===== src/rtl/cmd_sequencer.sv =====
// Scripted command replayer for RemoteComm: buffers 16-bit commands, issues them
// one at a time, waits for cmd_sent and an ACK response under a watchdog, and reports the result.
module cmd_sequencer #(
  parameter int          DEPTH   = 16,
  parameter int          TMO_W   = 24,
  parameter int          TIMEOUT = 10_000_000,
  parameter logic [7:0]  ACK     = 8'hA5
) (
  input  logic                       clk,
  input  logic                       rst_n,
  input  logic                       load,
  input  logic [15:0]                load_cmd,
  input  logic                       start,
  input  logic                       abort,
  input  logic                       clr,
  output logic [15:0]                cmd,
  output logic                       send_cmd,
  input  logic                       cmd_sent,
  input  logic                       resp_rdy,
  input  logic [7:0]                 resp,
  output logic                       busy,
  output logic                       done,
  output logic                       pass,
  output logic                       tmo_err,
  output logic                       resp_err,
  output logic [$clog2(DEPTH)-1:0]   fail_idx,
  output logic [$clog2(DEPTH):0]     count,
  output logic                       full
);

  localparam int AW = $clog2(DEPTH);
  localparam logic [TMO_W-1:0] TMO_LAST = TMO_W'(TIMEOUT - 1);

  typedef enum logic [2:0] {IDLE, ISSUE, WAIT_SENT, WAIT_RESP, FINISH} state_t;
  typedef enum logic [2:0] {RES_NONE, RES_PASS, RES_TMO, RES_RESP, RES_ABORT} result_t;

  state_t            state, state_next;
  result_t           result;
  logic [AW-1:0]     idx, idx_next;
  logic [TMO_W-1:0]  timer;
  logic [15:0]       mem [DEPTH];

  logic clr_go, start_go, load_go, tmo_hit, last_cmd;

  assign busy     = (state != IDLE);
  assign done     = (state == FINISH);
  assign send_cmd = (state == ISSUE);
  assign full     = (count == (AW+1)'(DEPTH));

  assign clr_go   = clr && !busy;
  assign start_go = start && !busy && !clr;
  assign load_go  = load && !busy && !full && !clr;
  // The terminal count is the TIMEOUT-th wait cycle after ISSUE; a same-cycle event still wins.
  assign tmo_hit  = (timer == TMO_LAST);
  assign last_cmd = ({1'b0, idx} == count - 1'b1);

  // NOTE: every output of this block gets a default first so no path leaves one unassigned (no latches).
  always_comb begin
    state_next = state;
    idx_next   = idx;
    result     = RES_NONE;
    unique case (state)
      IDLE: begin
        if (start_go) begin
          if (count == '0) begin
            state_next = FINISH;
          end else begin
            state_next = ISSUE;
            idx_next   = '0;
          end
        end
      end
      ISSUE: begin
        if (abort) begin
          state_next = FINISH;
          result     = RES_ABORT;
        end else begin
          state_next = WAIT_SENT;
        end
      end
      WAIT_SENT: begin
        if (abort) begin
          state_next = FINISH;
          result     = RES_ABORT;
        end else if (cmd_sent) begin
          state_next = WAIT_RESP;
        end else if (tmo_hit) begin
          state_next = FINISH;
          result     = RES_TMO;
        end
      end
      WAIT_RESP: begin
        if (abort) begin
          state_next = FINISH;
          result     = RES_ABORT;
        end else if (resp_rdy) begin
          if (resp != ACK) begin
            state_next = FINISH;
            result     = RES_RESP;
          end else if (last_cmd) begin
            state_next = FINISH;
            result     = RES_PASS;
          end else begin
            state_next = ISSUE;
            idx_next   = idx + 1'b1;
          end
        end else if (tmo_hit) begin
          state_next = FINISH;
          result     = RES_TMO;
        end
      end
      FINISH:  state_next = IDLE;
      default: state_next = IDLE;
    endcase
  end

  // NOTE: state is updated with non-blocking assignments so every register samples pre-edge values.
  always_ff @(posedge clk or negedge rst_n) begin
    if (!rst_n) begin
      state    <= IDLE;
      idx      <= '0;
      timer    <= '0;
      cmd      <= 16'h0000;
      count    <= '0;
      pass     <= 1'b0;
      tmo_err  <= 1'b0;
      resp_err <= 1'b0;
      fail_idx <= '0;
    end else begin
      state <= state_next;
      idx   <= idx_next;

      if (state_next == ISSUE)
        cmd <= mem[idx_next];

      if (state == ISSUE)
        timer <= '0;
      else if (state == WAIT_SENT || state == WAIT_RESP)
        timer <= timer + 1'b1;

      if (clr_go)
        count <= '0;
      else if (load_go)
        count <= count + 1'b1;

      if (clr_go) begin
        pass     <= 1'b0;
        tmo_err  <= 1'b0;
        resp_err <= 1'b0;
        fail_idx <= '0;
      end else if (start_go) begin
        pass     <= (count == '0);
        tmo_err  <= 1'b0;
        resp_err <= 1'b0;
        fail_idx <= '0;
      end else begin
        unique case (result)
          RES_PASS:  pass <= 1'b1;
          RES_TMO:   begin tmo_err  <= 1'b1; fail_idx <= idx; end
          RES_RESP:  begin resp_err <= 1'b1; fail_idx <= idx; end
          RES_ABORT: fail_idx <= idx;
          default:   ;
        endcase
      end
    end
  end

  // NOTE: the command array is deliberately not reset; count alone decides which entries are valid.
  always_ff @(posedge clk) begin
    if (load_go)
      mem[count[AW-1:0]] <= load_cmd;
  end

endmodule


===== config.mk =====
export PLATFORM = sky130hd
export DESIGN_NAME = cmd_sequencer
export DESIGN_NICKNAME = d
export VERILOG_FILES = /design/src/rtl/cmd_sequencer.sv
export SDC_FILE = /design/constraint.sdc
export NUM_CORES = 1
export LEC_CHECK = 0
export CORE_AREA = 2 2 244 150
export DETAILED_ROUTE_END_ITERATION = 12
export DIE_AREA = 0 0 246 152
export MAX_ROUTING_LAYER = met4
export PLACE_DENSITY = 0.65
export SYNTH_ARGS = -nofsm -noshare
export SYNTH_HDL_FRONTEND = slang
export SYNTH_SLANG_ARGS = --single-unit

===== constraint.sdc =====
create_clock -name clk -period 6.21 [get_ports clk]
set_clock_uncertainty 0.05 [all_clocks]
set_input_delay 0.621 -clock clk [delete_from_list [all_inputs] [get_ports clk]]
set_output_delay 0.621 -clock clk [all_outputs]
set_load 0.01 [all_outputs]

### Word level (Yosys, flattened, before mapping)

Memories as Yosys holds them, arrays and structs flattened. A register that Yosys moved wholly into a read port is not among the register bits.
Index checks and enable logic that the tools add are counted.

| storage, ports and cells | value |
|---|---|
| flip-flop bits (word level) | 43 |
| bits of input ports | 32 |
| logic and storage cells | 92 |
| memories | 1 |
| output and inout bits | 32 |
| memory bits (writable) | 256 |

| operators by class | value |
|---|---|
| mux-type cells | 45 |
| eq/ne operators | 13 |
| add/sub/neg operators | 4 |
| reduce and logical (&&, ||, !) cells | 21 |

Memory list:

| memory | depth | width | read ports | clocked after memory_dff | wr ports | RTL line | source |
|---|---|---|---|---|---|---|---|
| mem | 16 | 16 | 1 | 1 | 1 | 41 | `logic [15:0] mem [DEPTH];` |

Operators with widths:

| operator | count |
|---|---|
| $mux W24 | 2 |
| $mux W3 | 14 |
| $mux W4 | 9 |
| $add A24 B1 Y24 const B | 1 |
| $eq A24 B24 Y1 const B | 1 |
| $reduce_bool A3 Y1 | 5 |
| $eq A3 B2 Y1 const B | 4 |
| $mux W1 | 12 |
| $pmux W3 S4 | 1 |
| $mux W5 | 2 |
| $eq A3 B1 Y1 const B | 3 |
| $pmux W3 S3 | 1 |
| $ne A8 B8 Y1 const B | 1 |
| $pmux W4 S2 | 1 |
| $eq A3 B3 Y1 const B | 2 |
| $logic_and A1 B1 Y1 | 6 |
| $mux W2 | 3 |
| $add A5 B1 Y5 const B | 1 |
| $eq A4 B5 Y1 | 1 |
| $eq A5 B5 Y1 const B | 1 |
| $logic_not A5 Y1 | 1 |
| $sub A5 B1 Y5 const B | 1 |
| $add A4 B1 Y4 const B | 1 |
| $logic_not A1 Y1 | 4 |
| other kinds (4) | 5 |

### Longest topological paths before layout

| logic depth | value |
|---|---|
| depth after elaboration | 12 |
| depth in mapped cells | 14 |

### Least setup slack after synthesis

Ideal clock, no wire load.

| timing path | value |
|---|---|
| path type | register -> register |
| from | reg count[0] |
| to | mem mem[3][0], enable pin |
| data arrival time | 2.832 ns |
| cell stages (with the launch flop) | 8 |
| data required time | 5.751 ns |
| path slack | 2.918 ns |
| library setup time | 0.409 ns |
| cell sequence | dfrtp_1 -> inv_1 -> ha_1 -> or3b_1 -> nor2_1 -> nor2_1 -> nand2_1 -> nor3_1 |

| between the ends | value |
|---|---|
| cells in the longest elaborated chain, start to end | 6 |

RTL lines:

| item | RTL line | source |
|---|---|---|
| from (decl) | 27 | `output logic [$clog2(DEPTH):0] count,` |
| from (signal assigned) | 144 | `count <= count + 1'b1;` |
| $eq A5 B5 Y1 | 48 | `assign full = (count == (AW+1)'(DEPTH));` |
| via full | 28 | `output logic full` |
| $logic_not A1 Y1 | 52 | `assign load_go = load && !busy && !full && !clr;` |
| $logic_and A1 B1 Y1 (2 in a row) | 52 |  |
| $mux W1 | 170 | `if (load_go)` |
| $mux W1 (implied by the code) | 171 | `mem[count[AW-1:0]] <= load_cmd;` |
| to (decl) | 41 |  |

The timed path passes the listed nets, and every way through them passes these cells.

### Worst setup path after layout

| timing path | value |
|---|---|
| from | reg count[0] |
| to | reg cmd[11], read port of mem |

| between the ends | value |
|---|---|
| cells in the longest elaborated chain, start to end | 8 |
| elaborated cells between the ends (all ways) | 18 |
| classes of those cells | add/sub: 1; eq/ne: 2; mux: 14; reduce/logical: 1 |

RTL lines:

| item | RTL line | source |
|---|---|---|
| $sub A5 B1 Y5 | 55 | `assign last_cmd = ({1'b0, idx} == count - 1'b1);` |
| $eq A4 B5 Y1 | 55 |  |
| $mux W3 | 100 | `end else if (last_cmd) begin` |
| $mux W3 | 97 | `if (resp != ACK) begin` |
| $mux W3 | 96 | `end else if (resp_rdy) begin` |
| $mux W3 | 93 | `if (abort) begin` |
| $pmux W3 S4 | 62 | `unique case (state)` |
| $eq A3 B1 Y1 | 133 | `if (state_next == ISSUE)` |
| to (decl) | 16 | `output logic [15:0] cmd,` |

Several ways; a longest one is shown, not always the timed one.
A chain may end at the register's enable or synchronous reset.

==> key figures <==
Drt
  – DR WL/cell: 22.8 um
  – Via count: 9329
  – ANT nets after route: 0
  – Total Wirelength: 36100 um
  – DR iter-0 viols: roughly 1100
  – Routed vias/inst: between 5 and 6
  – # DRC: 0
  – First-pass iteration count of the detailed router: 5

Pwr
  – Clock power share: about a third
  – Net Sw Frac: approximately 28%
  – Switching Power: approximately 0.0014 W
  – Peak supply drop: 0.242 mV
  – PwrDens: roughly 320 nW/um^2
  – Reg power frac: just under 50%
  – Power Total: 0.00516 W
  – Leakage: between 5 and 6 nW
  – Internal power: approximately 0.0037 W
  – Gate power share: between 15 and 20%

Setup path
  – Worst r2r src: count[0]
  – Crit-path leading delay family: buffers and inverters
  – Number of buffers and inverters on the critical path: 3
  – Crit path launch type: flop
  – Critical Path RT: approximately 6.7 ns
  – CP Class: reg -> reg
  – Crit path largest cell delay: 0.69 ns
  – R2R Setup Slk: about 1.8 ns
  – Reg2reg end: cmd[11]
  – Worst Path Arrival: 4.90 ns
  – Maximum fanout along the worst path: 65
  – Critical path's slowest cell: buf_4
  – Most used cell along the critical path: buf_4
  – R2r worst-path depth: 12
  – CP endpoint kind: flop
  – Critical Path, Cell by Cell: inv_1 > ha_1 > or4b_4 > a32oi_2 > nand2_1 > nand2_4 > buf_4 > buf_4 > o21a_1 > a2111oi_0 > or4_1 > a211oi_2

Die
  – Core area: around 35000 sq um
  – Die boundary height: 152 um
  – Die ar.: 37400 sq um
  – Core Rows: between 50 and 60
  – Initial Util: roughly 40%
  – Io pins: 64
  – Die span in x: around 250 um

Clock network
  – Post-CTS setup buffers: 0
  – Worst-skew pair later-pin latency: around 0.60 ns
  – Clock transition at path regs: about 0.060 ns
  – CTS H-Tree Depth: 1
  – Cts hold-fix bufs: 0
  – Post-cts resize count: 0
  – CTS tree: yes
  – Cell chosen for the clock root: clkbuf_16
  – Clock buffer depth: 3
  – # clock sinks: 315
  – Clock buffer count from CTS: 29

Finish
  – Register area: between 9000 and 10000 sq um
  – Area of the multi-input gates: a little over 4000 sq um
  – Commonest cells after routing, fill and taps aside: edfxtp_1 (256), o21ai_0 (81), inv_1 (80)
  – Non-Filler Instances: 1582
  – # fillers: between 3000 and 4000
  – ANT cells: 0
  – Layout cell share with drive strength beyond 1: 12.0%
  – Area grow syn2layout: 14.3%
  – Nets: 1121
  – Finished Core Util: roughly 45%
  – Design Area, Final: ~16000 sq um
  – Commonest non-fill, non-tap cell in the layout: edfxtp_1

Logic synthesis
  – Synth top area share: 55.3%
  – Main flop type after synthesis: edfxtp_1
  – EDFF count, synth: ~260
  – Area contributors post-synth: edfxtp_1 (55%), dfrtp_1 (11%), a2111oi_0 (4.0%), o2111ai_1 (4.0%), o21a_1 (3.6%)
  – Synth warn: 0
  – Post-synthesis sequential area ratio: between 60% and 70%
  – Syn nets: 1082
  – Yosys cell types: between 60 and 70
  – Syn avg cell area: 13.3 sq um
  – Top cell type by total area after synthesis: edfxtp_1
  – Instance count of the mapped netlist: 1044
  – FF+latch count, synth: between 300 and 400
  – Fraction of registers with async set/reset: 18.7%
  – Area of the mapped netlist: 13900 sq um

Timing
  – Setup TNS: 0 ns
  – Final Max Slew Viols: 0
  – Hold Vio Cnt, Final: 0
  – RSZ-0062 raised after global routing: no
  – F_max: between 200 and 250 MHz
  – Final Cycle Share: 71.6%
  – Slew HR: roughly 40%
  – Slew @ Worst Pin: a little over 0.9 ns
  – Count of final setup violators: 0
  – Min Tclk post-route: 4.45 ns

GRT
  – Total GRT Usage: between 10% and 20%
  – Antenna violations before repair: 0
  – Vias in the first global route: around 8600
  – Remaining Overflow, GRT: 0
  – First-pass GRT wire length: about 54000 um
  – Pin count of the biggest net entering global routing: 129

Placed design
  – Placer congestion estimate: between 0.7 and 0.8
  – HPWL Detailed: 20100 um
  – Placed Area: between 10000 and 15000 sq um
  – Port buffer count: 63
  – Placed insts: ~1500

Run status
  – Outcome: complete, no violations

Job
  – Max-cap violations: 0

Min path
  – Worst hold path class: in -> async
kinds of logic (layout without fill, tap and decap cells):
kind of cell	Yosys count	count (layout)	share of synthesized area (%)
AO/OA/AOI/OAI	350	350	19.5
XOR/XNOR	7	7	0.441
adder cells (fa/ha/maj)	6	6	0.540
buffers and inverters	169	231	5.63
flip-flops	315	315	65.9
multiplexers	10	10	0.828
AND/OR/NAND/NOR	187	187	7.16
cells in the mapped netlist, drive strengths merged, types with 17 or more instances:
library cell and count:
or4 20, nand3 19, a211oi 19, clkbuf 33, nor2 57, o21ai 82
nand2 37, edfxtp 256, a2111oi 64, o21a 66, buf 53, a41oi 17
o2111ai 64, dfrtp 59, inv 83
worst max path at each step:
stage	start	cells after the start	end
after floorplan	count[0]	7	mem[3][0]
after global placement	count[0]	12	cmd[5]
after detailed placement	count[0]	12	cmd[8]
after CTS	count[0]	12	cmd[4]
after global routing	count[0]	12	cmd[6]
final	count[0]	12	cmd[11]
through the flow:
| step | hold WS (ns) | setup WS [ns] |
|---|---|---|
| global route | 0.243 | 1.50 |
| CTS | 0.216 | 1.77 |
| floorplan | 0.275 | 2.92 |
| finish | 0.202 | 1.76 |
| global placement | 0.420 | 1.88 |
| detailed placement | 0.433 | 1.78 |
cell type report:
type | instances | share of cell area [%]
timing repair buffer | 94 | 5.48
multi-input combinational | 560 | 25.4
sequential | 315 | 57.6
clock inverter | 18 | 1.00
tap | 476 | 3.75
inverter | 83 | 1.96
clock buffer | 36 | 4.79
registers in the layout, indices dropped and copies added (netlist names):
| signal | flops |
|---|---|
| cmd | 16 |
| timer | 24 |
| mem | 256 |
| count | 5 |
| tmo_err | 1 |
| idx | 4 |
| resp_err | 1 |
| state | 3 |
| fail_idx | 4 |
| pass | 1 |
layer usage:
layer	wire, um	vias up	global-route usage, %
li1	-	4211	-
met1	17500	4723	30.1
met2	15400	347	26.8
met3	2600	48	3.20
met4	589	0	3.78
met5	0	-	-
power by group through the flow:
stage	combinational, W	clock (W)	sequential, W
6_report	0.000865	0.00177	0.00252
5_1_grt	0.000941	0.00189	0.00254
4_1_cts	0.000869	0.00180	0.00252
3_5_place_dp	0.000863	0	0.00257
3_3_place_gp	0.000858	0	0.00257
2_1_floorplan	0.000493	0	0.00254
No activity file was read; power rests on OpenSTA's default activity.
